## config.mk

```make
export PLATFORM = sky130hd
export DESIGN_NAME = serial_logic_unit_18
export DESIGN_NICKNAME = d
export VERILOG_FILES = /design/src/rtl/logic_unit_pkg.sv /design/src/rtl/logic_bit_slice.sv /design/src/rtl/serial_logic_unit_18.sv
export SDC_FILE = /design/constraint.sdc
export NUM_CORES = 1
export LEC_CHECK = 0
export ABC_CLOCK_PERIOD_IN_PS = 6300
export BUFFER_PORTS_ARGS = -buffer_cell sky130_fd_sc_hd__buf_2
export CORE_ASPECT_RATIO = 0.5
export CORE_MARGIN = 2
export CORE_UTILIZATION = 55
export CTS_CLUSTER_SIZE = 12
export DETAILED_ROUTE_END_ITERATION = 12
export HOLD_SLACK_MARGIN = 0.05
export PLACE_DENSITY = 0.77
export SKIP_LAST_GASP = 1
export SLEW_MARGIN = 40
export SYNTH_ARGS = -nofsm -noshare
export SYNTH_HDL_FRONTEND = slang
export SYNTH_SLANG_ARGS = --single-unit
```

## constraint.sdc

```tcl
create_clock -name clk -period 6.3 [get_ports clk]
set_input_delay 1.26 -clock clk [delete_from_list [all_inputs] [get_ports clk]]
set_output_delay 1.26 -clock clk [all_outputs]
set_load 0.005 [all_outputs]
```

## src/rtl/logic_unit_pkg.sv

```systemverilog
// Purpose : Shared types and constants for the bit-serial logic unit and the
//           parallel logic gate family.
// Contents: op_t    - 2-bit bitwise operation code (fully decoded)
//           state_t - serial sequencer state
//           LU_WIDTH - default operand/result width
package logic_unit_pkg;

    localparam int LU_WIDTH = 18;

    typedef enum logic [1:0] {
        OP_AND  = 2'b00,
        OP_OR   = 2'b01,
        OP_XOR  = 2'b10,
        OP_NAND = 2'b11
    } op_t;

    typedef enum logic {
        IDLE = 1'b0,
        RUN  = 1'b1
    } state_t;

endpackage

```

## src/rtl/logic_bit_slice.sv

```systemverilog
// Purpose : One-bit combinational logic cell. Evaluates the selected bitwise
//           operation on a single pair of operand bits.
// Ports   : op    in  op_t  operation select
//           a_bit in  1     operand A bit
//           b_bit in  1     operand B bit
//           y     out 1     result bit
module logic_bit_slice
    import logic_unit_pkg::*;
(
    input  op_t  op,
    input  logic a_bit,
    input  logic b_bit,
    output logic y
);

    always_comb begin
        y = 1'b0;
        case (op)
            OP_AND:  y = a_bit & b_bit;
            OP_OR:   y = a_bit | b_bit;
            OP_XOR:  y = a_bit ^ b_bit;
            OP_NAND: y = ~(a_bit & b_bit);
            default: y = 1'b0;
        endcase
    end

endmodule

```

## src/rtl/serial_logic_unit_18.sv

```systemverilog
// Purpose : Bit-serial bitwise logic unit. Captures two operands and an op
//           code on start, evaluates one bit per clock LSB first, streams each
//           result bit on ser_out and reassembles the parallel result, which is
//           published together with a one-cycle done pulse.
// Handshake: start is sampled only while busy=0 (state IDLE); a start seen in
//           that cycle is accepted at the next rising edge and the first result
//           bit appears in the following cycle. start while busy=1 is ignored.
//           ser_out is meaningful only while ser_valid=1 and is 0 otherwise.
// Ports   : clk       in  1      clock, rising edge
//           rst       in  1      asynchronous active-high reset
//           start     in  1      operation request
//           a, b      in  WIDTH  operands, captured on accepted start
//           op        in  2      operation code (logic_unit_pkg::op_t)
//           busy      out 1      bits are being evaluated
//           ser_valid out 1      ser_out carries a result bit
//           ser_out   out 1      current result bit, LSB first
//           done      out 1      one-cycle pulse when result updates
//           result    out WIDTH  last completed result
//           state     out state_t sequencer state, for observation
module serial_logic_unit_18
    import logic_unit_pkg::*;
#(
    parameter int WIDTH = LU_WIDTH
) (
    input  logic             clk,
    input  logic             rst,
    input  logic             start,
    input  logic [WIDTH-1:0] a,
    input  logic [WIDTH-1:0] b,
    input  logic [1:0]       op,
    output logic             busy,
    output logic             ser_valid,
    output logic             ser_out,
    output logic             done,
    output logic [WIDTH-1:0] result,
    output state_t           state
);

    localparam int CNT_W = $clog2(WIDTH);
    localparam logic [CNT_W-1:0] LAST = CNT_W'(WIDTH - 1);

    // Operand shift registers hold only the bits not yet evaluated: bit 0 of
    // each operand is consumed directly from the inputs at capture time.
    logic [WIDTH-2:0] sh_a;
    logic [WIDTH-2:0] sh_b;
    op_t              op_q;
    logic [CNT_W-1:0] cnt;
    // Collects the first WIDTH-1 result bits; the final bit is taken straight
    // from ser_out when the result is published.
    logic [WIDTH-2:0] acc;

    op_t  slice_op;
    logic slice_a;
    logic slice_b;
    logic slice_y;

    // The single slice computes the bit that ser_out will carry next cycle:
    // bit 0 from the raw inputs while idle, otherwise the next captured bit.
    always_comb begin
        slice_op = op_t'(op);
        slice_a  = a[0];
        slice_b  = b[0];
        if (state == RUN) begin
            slice_op = op_q;
            slice_a  = sh_a[0];
            slice_b  = sh_b[0];
        end
    end

    logic_bit_slice u_slice (
        .op    (slice_op),
        .a_bit (slice_a),
        .b_bit (slice_b),
        .y     (slice_y)
    );

    always_ff @(posedge clk or posedge rst) begin
        if (rst) begin
            state     <= IDLE;
            busy      <= 1'b0;
            ser_valid <= 1'b0;
            ser_out   <= 1'b0;
            done      <= 1'b0;
            result    <= '0;
            sh_a      <= '0;
            sh_b      <= '0;
            op_q      <= OP_AND;
            cnt       <= '0;
            acc       <= '0;
        end else begin
            done <= 1'b0;
            case (state)
                IDLE: begin
                    if (start) begin
                        state     <= RUN;
                        busy      <= 1'b1;
                        ser_valid <= 1'b1;
                        ser_out   <= slice_y;
                        sh_a      <= a[WIDTH-1:1];
                        sh_b      <= b[WIDTH-1:1];
                        op_q      <= op_t'(op);
                        cnt       <= '0;
                    end
                end
                RUN: begin
                    acc     <= {ser_out, acc[WIDTH-2:1]};
                    sh_a    <= sh_a >> 1;
                    sh_b    <= sh_b >> 1;
                    ser_out <= slice_y;
                    cnt     <= cnt + 1'b1;
                    if (cnt == LAST) begin
                        state     <= IDLE;
                        busy      <= 1'b0;
                        ser_valid <= 1'b0;
                        ser_out   <= 1'b0;
                        done      <= 1'b1;
                        result    <= {ser_out, acc};
                        cnt       <= '0;
                    end
                end
                default: state <= IDLE;
            endcase
        end
    end

endmodule

```

### Word-level counts from Yosys, hierarchy flattened

Index checks and enable logic that the tools add are counted.

| storage, ports and cells | value |
|---|---|
| RAM bits | 0 |
| input bits | 41 |
| bits in latches | 0 |
| output and inout bits | 23 |
| memories | 0 |
| logic and storage cells | 48 |
| memory bits (read-only) | 0 |
| register bits | 80 |

| cells by class | value |
|---|---|
| shift operators | 0 |
| $mul | 0 |
| add/sub/neg operators | 1 |
| reductions and logical operators | 4 |
| muxes and demuxes | 22 |
| eq/ne operators | 6 |
| order comparisons | 0 |
| bitwise gates (word level) | 5 |
| divide/modulo/power cells | 0 |

Operators with widths:

| kind | number |
|---|---|
| $pmux W17 S2 | 2 |
| $mux W17 | 2 |
| $mux W1 | 10 |
| $mux W5 | 2 |
| $pmux W5 S2 | 1 |
| $pmux W1 S2 | 3 |
| $reduce_and A2 Y1 | 3 |
| $add A5 B1 Y5 const B | 1 |
| $eq A5 B5 Y1 const B | 1 |
| $eq A2 B2 Y1 const B | 2 |
| $pmux W1 S4 | 1 |
| $eq A2 B1 Y1 const B | 1 |
| $logic_not A2 Y1 | 1 |
| $mux W2 | 1 |
| $ne A2 B1 Y1 const B | 1 |
| $ne A2 B2 Y1 const B | 1 |
| $not A1 Y1 | 2 |
| $and A1 B1 Y1 | 1 |
| $or A1 B1 Y1 | 1 |
| $xor A1 B1 Y1 | 1 |

### Logic depth before layout (Yosys ltp)

Gate-level depths: netlist (run 1).

| depth | value |
|---|---|
| word-level depth | 6 |
| mapped depth | 10 |
| mapped depth without buffers | 7 |

### Modules after synthesis

A second synthesis (run 1) with hierarchy kept.

| unflattened totals | value |
|---|---|
| cell total of the unflattened synthesis | 280 |
| area total of the unflattened synthesis | 3443.3 sq um |

By module, submodules not included:

| module | instances | cells each | area each (sq um) | seq. area each (sq um) |
|---|---|---|---|---|
| serial_logic_unit_18 | 1 | 270 | 3379.5 | 2001.9 |
| logic_bit_slice | 1 | 10 | 63.8 | 0.0 |

### Least setup slack after synthesis (run 1)

OpenSTA, ideal clock, no wires.

| path | value |
|---|---|
| path kind | input -> register |
| from | in a[0] |
| to | reg ser_out |
| path slack | 3921 ps |
| buffers on the path | 0 |
| stages on the path | 7 |
| data required time | 6179 ps |
| setup time | 121 ps |
| data arrival time | 2259 ps |
| cells stage by stage | mux2i_1 inv_1 ha_1 nor2_1 o32ai_1 a2bb2o_4 a22o_1 |

| between the ends | value |
|---|---|
| word-level cells in the longest chain between the ends | 6 |
| elaborated cells between the ends (all ways) | 9 |
| those cells by class | mux (5); bitwise (4) |

RTL lines:

| what | RTL line | RTL |
|---|---|---|
| start: declaration | serial_logic_unit_18.sv:28 | `input logic [WIDTH-1:0] a,` |
| $mux W1 * | serial_logic_unit_18.sv:63 | `if (state == RUN) begin` |
| $and A1 B1 Y1 | logic_bit_slice.sv:19, logic_bit_slice.sv:22 |  |
| $not A1 Y1 | logic_bit_slice.sv:22 | `OP_NAND: y = ~(a_bit & b_bit);` |
| $pmux W1 S4 * | logic_bit_slice.sv:18 | `case (op)` |
| $mux W1 (on tied branches) | serial_logic_unit_18.sv:111, serial_logic_unit_18.sv:94 |  |
| $pmux W1 S2 * | serial_logic_unit_18.sv:92 | `case (state)` |
| end signal: assignment | serial_logic_unit_18.sv:98 | `ser_out <= slice_y;` |
| end signal: assignment | serial_logic_unit_18.sv:109 | `ser_out <= slice_y;` |
| end: declaration | serial_logic_unit_18.sv:33 | `output logic ser_out,` |

Mark *: on every way between the ends. The rest lies on a longest branch, timed or not. The select of a mux whose other input is x is not followed.
A chain may end at the register's enable or synchronous reset.

### Final worst setup path (run 1)

| path | value |
|---|---|
| from | reg state |
| to | reg ser_out |

| between the ends | value |
|---|---|
| word-level cells in the longest chain between the ends | 6 |
| elaborated cells between the ends (all ways) | 17 |
| those cells by class | eq/ne (4); mux (7); bitwise (5); reduce/logical (1) |

RTL lines:

| what | RTL line | RTL |
|---|---|---|
| start: declaration | serial_logic_unit_18.sv:36 | `output state_t state` |
| start signal: assignment | serial_logic_unit_18.sv:79 | `state <= IDLE;` |
| start signal: assignment | serial_logic_unit_18.sv:95 | `state <= RUN;` |
| start signal: assignment | serial_logic_unit_18.sv:112 | `state <= IDLE;` |
| $mux W1 | serial_logic_unit_18.sv:63 |  |
| $and A1 B1 Y1 | logic_bit_slice.sv:19, logic_bit_slice.sv:22 |  |
| $not A1 Y1 | logic_bit_slice.sv:22 |  |
| $pmux W1 S4 | logic_bit_slice.sv:18 |  |
| $mux W1 (on tied branches) | serial_logic_unit_18.sv:111, serial_logic_unit_18.sv:94 |  |
| $pmux W1 S2 | serial_logic_unit_18.sv:92 |  |

Parallel ways exist; a longest one is shown, timed or not. The select of a mux whose other input is x is not followed.

==> run metrics, run 1 <==
status=complete, no violations; final WL=6190 microns; post-CTS setup buffers=0; share of flip-flops with an asynchronous set or reset after synthesis=100%; PD cells=454 mW/mm^2; Leakage=2.11 nW; CTS clk-pin slew, worst paths=0.06 ns; total gr overflow=0; crit-path max cell delay=0.65 ns; Synthesized Nets=328; share of final-layout standard cells stronger than drive strength 1=36.0%; number of resized instances in the post-cts repair step=0; width of the chip=116 microns; Post-CTS Hold Buffers=0; cell family with the largest share of critical-path delay=buffers and inverters; router iterations before antenna repair=4; critical path peak fanout=82; Setup crit start kind=flop; clock root buffer master=sky130_fd_sc_hd__clkbuf_16; Worst Tran Pin Value=0.699 ns; nets@finish=387; Final Wtd Congestion=0.731; worst endpoint data arrival time=2.88 ns; area of the mapped netlist=0.00348 sq mm; wire length of the first global-routing pass=10400 microns; TritonCTS clock tree=yes; antenna diode count=0; fin crit period=2.65 ns; leading cell type by number of instances after synthesis=sky130_fd_sc_hd__dfrtp_1; FF+latch count, synth=80; count of boundary I/O pins=64; Via density=5.19; hold-critical path depth=2; final routed wire length divided by cell count=14.2 microns; Antenna Violating Nets Remaining=0; classification of the worst-slack hold path=flop to flop; Buf+Inv Stages, Crit Path=2; cell types with the highest counts after synthesis=sky130_fd_sc_hd__dfrtp_1, sky130_fd_sc_hd__nand2_1, sky130_fd_sc_hd__mux2_2, sky130_fd_sc_hd__mux2i_1, sky130_fd_sc_hd__o21ai_0; critical-path cell list=buf_4 > mux2i_1 > inv_1 > ha_1 > nand2_1 > a32oi_1 > a2bb2o_4 > a22o_1; number of library cell types mapped by synthesis=28; fillers=452; CP Class=flop to flop; Setup WS post-layout=3.65 ns; Gate Count Post-Synth=283; insertion delay to the later sink of the worst-skew pair=0.34 ns; number of buffers on the longest clock path=2; initial core utilization=57.2%; core area=0.00608 sq mm; maximum VDD drop=281 uV; Post-Route Skew=0.00680 ns; setup TNS after final layout=0 ns; number of max-cap violations=0; area share of the largest cell type after synthesis=57.5%; Finish-stage setup viols=0; launch instance of the worst min-delay path=sh_b[4]; global routing usage summed across all routing layers=20.1%; H-tree depth=3; Final Slew Violations=0; setup slack at placement=3.64 ns; area delta synth->final=20.0%; Detail Placement HPWL=3970 microns; startpoint of the lowest-slack register-to-register path=state; cell accounting for the most synthesized area=sky130_fd_sc_hd__dfrtp_1; count of flip-flops with a built-in enable after synthesis=0; data required time of the critical path=6.53 ns; nature of the critical path endpoint=flop; peak clock frequency supported by timing=377 MHz; depth of the critical timing path with buffers and inverters included=8; Final period util=42.1%; Post-Synthesis Mean Instance Area=12.3 sq um; number of warnings printed during yosys synthesis=0; buffers added on ports=63; Worst path slowest cell=sky130_fd_sc_hd__buf_4; DRT iter0 DRCs=122; setup repair after global routing missed its margin=false; total clock sinks=80; utilization of the core after routing=68.6%; area of the die=0.00702 sq mm; antenna violations before repair=0; final number of hold-violating endpoints=0; cts bufs inserted=9; number of placement rows=20; r2r worst-path depth=8; remaining routing DRC violations=0; total via count after detailed routing=2259; Die Y-Extent=60.2 microns; pin count of the biggest net entering global routing=83; start point of the critical path=state; fraction of the yosys area taken by sequential cells=57.5%; leading register cell type out of synthesis=sky130_fd_sc_hd__dfrtp_1; Area contributors post-synth=sky130_fd_sc_hd__dfrtp_1, sky130_fd_sc_hd__mux2_2, sky130_fd_sc_hd__mux2i_1, sky130_fd_sc_hd__o21ai_0, sky130_fd_sc_hd__nand2_1; relative max-transition margin=53.4%; vias in the first global route=2294
## placed cells by master (no fill, tap or decap), types with 2 or more instances in the layout
cell type                    instances
sky130_fd_sc_hd__mux2i_1            37
sky130_fd_sc_hd__buf_4               2
sky130_fd_sc_hd__inv_1               3
sky130_fd_sc_hd__nand3_1             2
sky130_fd_sc_hd__nor2_1              7
sky130_fd_sc_hd__clkbuf_16           9
sky130_fd_sc_hd__clkinvlp_4          2
sky130_fd_sc_hd__nand2_1            39
sky130_fd_sc_hd__ha_1                4
sky130_fd_sc_hd__clkbuf_8            3
sky130_fd_sc_hd__buf_2              62
sky130_fd_sc_hd__o21ai_0            37
sky130_fd_sc_hd__mux2_2             37
sky130_fd_sc_hd__nand2b_1            2
sky130_fd_sc_hd__nor2b_1             4
sky130_fd_sc_hd__dfrtp_1            79
sky130_fd_sc_hd__bufinv_16           2
## per-stage QoR
step	instances	total power (W)	hold slack, ns	cell area (sq um)
finish	435	0.00189	0.474	4170
global route	435	0.00203	0.520	4170
CTS	435	0.00192	0.480	4170
detailed placement	419	0.00133	0.463	3830
global placement	419	0.00129	0.457	3830
floorplan	283	0.00118	0.443	3480
## cell families after synthesis
kind of cell | count (synthesis) | share of synthesized area (%)
flops | 80 | 57.5
mux | 75 | 23.0
simple gates | 58 | 7.41
compound gates | 43 | 7.01
buf+inv | 22 | 3.31
fa+ha+maj | 4 | 1.44
xor+xnor | 1 | 0.252
## flip-flops by register name (all words and copies together) (netlist names)
signal and cells:
sh_a 17, result 18, ser_valid 1, cnt 5, acc 17, ser_out 1, state 1, done 1
sh_b 17, op_q 2
## tightest hold or removal path, stage by stage (launching register included)
cell	delay [ns]
sky130_fd_sc_hd__dfrtp_1	0.34
sky130_fd_sc_hd__nand2_1	0.05
sky130_fd_sc_hd__o21ai_0	0.06
## per-layer routing
layer	vias to the layer above	routed length (microns)	part of all wire, %	global-route usage, %
li1	1096	-	-	-
met5	-	0	0	0
met3	10	301	4.9	7.20
met1	1110	2770	45	23.1
met4	0	118	1.9	9.01
met2	43	3000	48	34.6
## worst paths after layout
check,to,slack (ns)
setup reg to reg,ser_out,3.65
max in group asynchronous,state,4.69
setup / recovery,ser_out,3.65
hold / removal,sh_b[3],0.47
min in group asynchronous,sh_b[10],1.11
hold reg to reg,sh_b[3],0.47
## power by group
part | leakage [nW] | internal, W | total [W] | switching (W)
Combinational | 0.907 | 0.000267 | 0.000473 | 0.000206
Sequential | 1.04 | 0.000711 | 0.000844 | 0.000133
Clock | 0.161 | 0.000379 | 0.000577 | 0.000198
## area by class of cell
class / instances / area (sq um) / area share, %
clock inverters: 4 / 75.1 / 1.80
inverters: 5 / 20.0 / 0.480
clock buffers: 12 / 267 / 6.38
well taps: 88 / 110 / 2.64
multi-input cells: 181 / 1360 / 32.6
repair buffers: 65 / 337 / 8.06
flip-flops and latches: 80 / 2000 / 48.0
Note: power is estimated with default switching activity, not from simulation.
==> run 2: changes to the inputs <==
ABC_AREA = 1   (was unset)
ABC_CLOCK_PERIOD_IN_PS = 2340   (was 6300)
CORE_UTILIZATION = 50   (was 55)
PLACE_DENSITY = 0.74   (was 0.77)
clock period = 2.34 ns   (was 6.3 ns; I/O delays follow)
==> run metrics, run 2 <==
Area contributors post-synth=sky130_fd_sc_hd__dfrtp_1, sky130_fd_sc_hd__nand2_1, sky130_fd_sc_hd__inv_1, sky130_fd_sc_hd__o21ai_2, sky130_fd_sc_hd__o221ai_1; Final Wtd Congestion=0.803; number of resized instances in the post-cts repair step=0; sequential fraction of design power=44.1%; Finish-stage setup viols=0; Gate Count Post-Synth=365; Setup WS post-layout=0.579 ns; PD cells=1270 mW/mm^2; nature of the critical path endpoint=flop; finished layout cell area=0.00409 sq mm; DRT iter0 DRCs=125; met2 wire len=3050 microns; cell family with the largest share of critical-path delay=buffers and inverters; final WL=6460 microns; Final Slew Violations=0; Antenna Violating Nets Remaining=0; Net Sw Frac=33.8%; final routed wire length divided by cell count=12.4 microns; number of warnings printed during yosys synthesis=0; Detail Placement HPWL=4360 microns; number of max-cap violations=0; Synthesized Nets=410; Post-CTS Hold Buffers=0; Setup crit start kind=flop; pin count of the biggest net entering global routing=52; area occupied by multi-input gates=0.00114 sq mm; worst endpoint data arrival time=2.01 ns; fin crit period=1.76 ns; setup repair after global routing missed its margin=false; share of final-layout standard cells stronger than drive strength 1=25.2%; data required time of the critical path=2.59 ns; count of flip-flops with a built-in enable after synthesis=0; antenna diode count=0; buffers added on ports=63; crit-path max cell delay=0.56 ns; global routing usage summed across all routing layers=18.8%; CTS clk-pin slew, worst paths=0.06 ns; TritonCTS clock tree=yes; area share of the largest cell type after synthesis=57.6%; FF+latch count, synth=80; clock root buffer master=sky130_fd_sc_hd__clkbuf_16; share of flip-flops with an asynchronous set or reset after synthesis=100%; relative max-transition margin=57.5%; Combinational Power Share=30.5%; Post-Synthesis Mean Instance Area=9.52 sq um; insertion delay to the later sink of the worst-skew pair=0.33 ns; final number of hold-violating endpoints=0; clock group share of total power=25.4%; H-tree depth=3; top register by number of flip-flops=result; area of the mapped netlist=0.00347 sq mm; width of the chip=122 microns; CP Class=flop to flop; number of library cell types mapped by synthesis=24; leading cell types in the layout, fill and taps excluded=sky130_fd_sc_hd__nand2_1, sky130_fd_sc_hd__dfrtp_1, sky130_fd_sc_hd__buf_2; area post-placement=0.00381 sq mm; total clock sinks=80; routed wl met3=240 microns; antenna violations before repair=0; vias in the first global route=2545; Worst Tran Pin Value=0.637 ns; Die Y-Extent=62.9 microns; area delta synth->final=17.9%; max FFs per register=18; initial core utilization=51.8%; area of the die=0.00767 sq mm; Buf+Inv Stages, Crit Path=2; classification of the worst-slack hold path=primary input to asynchronous set/reset pin; wire length on met1=3080 microns; count of boundary I/O pins=64; fillers=587; setup TNS after final layout=0 ns; Final period util=75.3%; status=complete, no violations; Leakage=2.03 nW; area of all sequential standard cells=0.00200 sq mm; most common cell after layout, fill and taps aside=sky130_fd_sc_hd__nand2_1; critical-path cell list=inv_4 > nand2_4 > inv_2 > nand2_1 > o211ai_1; number of buffers on the longest clock path=2; setup slack at placement=0.589 ns; critical path peak fanout=34; cell types with the highest counts after synthesis=sky130_fd_sc_hd__nand2_1, sky130_fd_sc_hd__dfrtp_1, sky130_fd_sc_hd__inv_1; top layer reached by signal wires=met4; cell accounting for the most synthesized area=sky130_fd_sc_hd__dfrtp_1; Post-Route Skew=0.00581 ns; leading register cell type out of synthesis=sky130_fd_sc_hd__dfrtp_1; core area=0.00670 sq mm; wire length of the first global-routing pass=11200 microns; Via density=4.87; total gr overflow=0; remaining routing DRC violations=0; Worst path slowest cell=sky130_fd_sc_hd__dfrtp_2; nets@finish=469; internal power component=0.00345 W; maximum VDD drop=601 uV; switching power total=0.00176 W; fraction of the yosys area taken by sequential cells=57.6%; router iterations before antenna repair=4; cts bufs inserted=9; number of placement rows=21; total via count after detailed routing=2533; leading cell type by number of instances after synthesis=sky130_fd_sc_hd__nand2_1; post-CTS setup buffers=0; peak clock frequency supported by timing=568 MHz
[run 2: cell types whose count changed after synthesis, moves of 15 or more]
cell and change:
sky130_fd_sc_hd__nand2_1 +72, sky130_fd_sc_hd__mux2_2 -37, sky130_fd_sc_hd__mux2i_1 -37, sky130_fd_sc_hd__o21ai_2 +17
sky130_fd_sc_hd__o221ai_1 +15, sky130_fd_sc_hd__inv_1 +47
[run 2: path summary, 6_finish.rpt]
| kind | from | end | slack (ns) | depth (start not counted) |
|---|---|---|---|---|
| max | state | sh_b[3] | 0.58 | 5 |
| min | rst | result[8] | 0.23 | 3 |
| max reg2reg | state | sh_b[3] | 0.58 | 5 |
| min reg2reg | result[17] | result[17] | 0.47 | 2 |
| max in group asynchronous | rst | state | 1.54 | 3 |
| min in group clk | a[7] | sh_a[6] | 0.35 | 3 |
[run 2: power groups by stage]
stage | clock, W | sequential [W] | combinational (W)
floorplan | 0 | 0.00225 | 0.00124
global placement | 0 | 0.00230 | 0.00156
detailed placement | 0 | 0.00231 | 0.00162
CTS | 0.00135 | 0.00230 | 0.00162
global route | 0.00142 | 0.00237 | 0.00185
finish | 0.00133 | 0.00230 | 0.00159
[run 2: area by class of cell]
cell class	instances	area share, %
well taps	92	2.81
repair buffers	66	8.25
clock inverters	4	1.16
flip-flops and latches	80	48.9
multi-input cells	211	27.8
inverters	56	5.35
clock buffers	11	5.68
[run 2: metal layers]
| layer | GRT usage [%] | vias to the layer above |
|---|---|---|
| met5 | 0 | - |
| met4 | 6.90 | 0 |
| met3 | 5.47 | 10 |
| met2 | 31.9 | 42 |
| met1 | 23.0 | 1191 |
| li1 | - | 1290 |
[run 2: metrics by stage]
stage | hold slack (ns) | power (W) | std cells | util (%)
after detailed placement | 0.459 | 0.00393 | 505 | 56.9
after global routing | 0.267 | 0.00564 | 520 | 61.1
after floorplan | 0.450 | 0.00349 | 365 | -
after CTS | 0.236 | 0.00527 | 520 | 61.1
after global placement | 0.452 | 0.00386 | 505 | 56.9
final | 0.234 | 0.00521 | 520 | 61.1
[run 2: logic make-up (layout without fill, tap and decap cells)]
kind of cell	count (synthesis)	in the layout	share of synthesized area, %
compound gates	72	72	14.8
xor+xnor	3	3	0.757
fa+ha+maj	4	4	1.44
buf+inv	74	137	9.58
flops	80	80	57.6
simple gates	132	132	15.7
[run 2: worst reg2reg max path: cells and delay by family (launching register included)]
family / cells / cell delay, ns
flip-flops: 1 / 0.56
buffers and inverters: 2 / 0.75
AND/OR/NAND/NOR: 2 / 0.25
AO/OA/AOI/OAI: 1 / 0.11
==> run 3: changes to the inputs <==
ABC_CLOCK_PERIOD_IN_PS = 1600   (was 2340)
clock period = 1.6 ns   (was 2.34 ns; I/O delays follow)
==> run metrics, run 3 (synthesis results as in run 2) <==
fin crit period=1.50 ns; final routed wire length divided by cell count=12.1 microns; Setup crit start kind=flop; area delta synth->final=19.6%; Final period util=94.0%; remaining routing DRC violations=0; Worst Tran Pin Value=0.418 ns; DRT iter0 DRCs=163; final WL=6320 microns; max FFs per register=18; post-CTS setup buffers=0; vias in the first global route=2488; top register by number of flip-flops=result; area of the die=0.00767 sq mm; relative max-transition margin=72.1%; CP Class=flop to primary output; pin count of the biggest net entering global routing=81; data required time of the critical path=1.28 ns; setup TNS after final layout=0 ns; cell family with the largest share of critical-path delay=flip-flops; Finish-stage setup viols=0; crit-path max cell delay=0.46 ns; Buf+Inv Stages, Crit Path=2; Worst path slowest cell=sky130_fd_sc_hd__dfrtp_2; insertion delay to the later sink of the worst-skew pair=0.33 ns; H-tree depth=3; Leakage=2.07 nW; share of final-layout standard cells stronger than drive strength 1=26.2%; CTS clk-pin slew, worst paths=0.06 ns; initial core utilization=51.8%; Post-Route Skew=0.00568 ns; PnR Total Power=0.00767 W; critical-path cell list=buf_8 > buf_2; classification of the worst-slack hold path=primary input to asynchronous set/reset pin; clock root buffer master=sky130_fd_sc_hd__clkbuf_16; final number of hold-violating endpoints=0; total gr overflow=0; depth of the critical timing path with buffers and inverters included=2; worst endpoint data arrival time=1.18 ns; Die Y-Extent=62.9 microns; maximum VDD drop=796 uV; core area=0.00670 sq mm; total clock sinks=80; status=complete, no violations; Detail Placement HPWL=4170 microns; antenna violations before repair=0; Antenna Violating Nets Remaining=0; utilization of the core after routing=62.0%; TritonCTS clock tree=yes; Post-CTS Hold Buffers=0; r2r worst-path depth=6; wire length of the first global-routing pass=10800 microns; router iterations before antenna repair=4; antenna diode count=0; nature of the critical path endpoint=primary output; global routing usage summed across all routing layers=18.3%; width of the chip=122 microns; buffers added on ports=63; critical path peak fanout=40; cts bufs inserted=9; number of max-cap violations=0; leading cell types in the layout, fill and taps excluded=sky130_fd_sc_hd__nand2_1, sky130_fd_sc_hd__dfrtp_1, sky130_fd_sc_hd__buf_2; number of placement rows=21; setup repair after global routing missed its margin=false; count of boundary I/O pins=64; total via count after detailed routing=2553; Final Wtd Congestion=0.748; Final Slew Violations=0; peak clock frequency supported by timing=665 MHz; nets@finish=472; most common cell after layout, fill and taps aside=sky130_fd_sc_hd__nand2_1; Via density=4.87; PD cells=1850 mW/mm^2; number of buffers on the longest clock path=2
## run 3: final cells by class
cell class                      instances  area, sq um
Tap cell                               92          115
Multi-Input combinational cell        211         1140
Clock buffer                           13          270
Clock inverter                          3         15.0
Inverter                               56          219
Fill cell                             598         2550
Sequential cell                        80         2000
Timing Repair Buffer                   69          393
## run 3: metal layers
| layer | global-route usage (%) | part of all wire, % |
|---|---|---|
| met1 | 22.7 | 46 |
| met4 | 8.33 | 2.2 |
| met2 | 29.5 | 47 |
| met5 | 0 | 0 |
| met3 | 5.84 | 4.7 |
## run 3: worst paths after layout
| check | to | startpoint | slack [ns] |
|---|---|---|---|
| max | state | state | 0.1 |
| min | ser_out | rst | 0.12 |
| max reg2reg | result[15] | cnt[0] | 0.18 |
| min reg2reg | result[12] | result[12] | 0.48 |
| max in group asynchronous | state | rst | 1.15 |
| min in group clk | sh_b[8] | b[9] | 0.19 |
## run 3: repair_timing
item / in CTS / in global routing
gates resized for setup: 1 / 1
endpoints found under the hold margin: 0 / 0
gates cloned: 0 / 0
setup endpoints to repair: 1 / 1
## run 3: power breakdown
part	switching, W	internal (W)
registers	0.000439	0.00289
clock network	0.000746	0.00117
logic	0.00141	0.00102
## run 3: worst register-to-register path, stage by stage, from the launching register on
cell                      delay (ns)
sky130_fd_sc_hd__dfrtp_1        0.42
sky130_fd_sc_hd__ha_1           0.23
sky130_fd_sc_hd__nand4_2        0.12
sky130_fd_sc_hd__nor2_4         0.05
sky130_fd_sc_hd__inv_4          0.32
sky130_fd_sc_hd__nand2_1        0.13
sky130_fd_sc_hd__o21ai_2        0.08
## run 3: stage by stage
stage	instances	cell area [sq um]	hold slack [ns]	setup slack (ns)
final	524	4150	0.116	0.0955
after floorplan	365	3480	0.441	0.0410
after global placement	508	3860	0.455	0.224
after detailed placement	508	3860	0.467	0.197
after global routing	524	4150	0.163	0.0167
after CTS	524	4150	0.138	0.0423
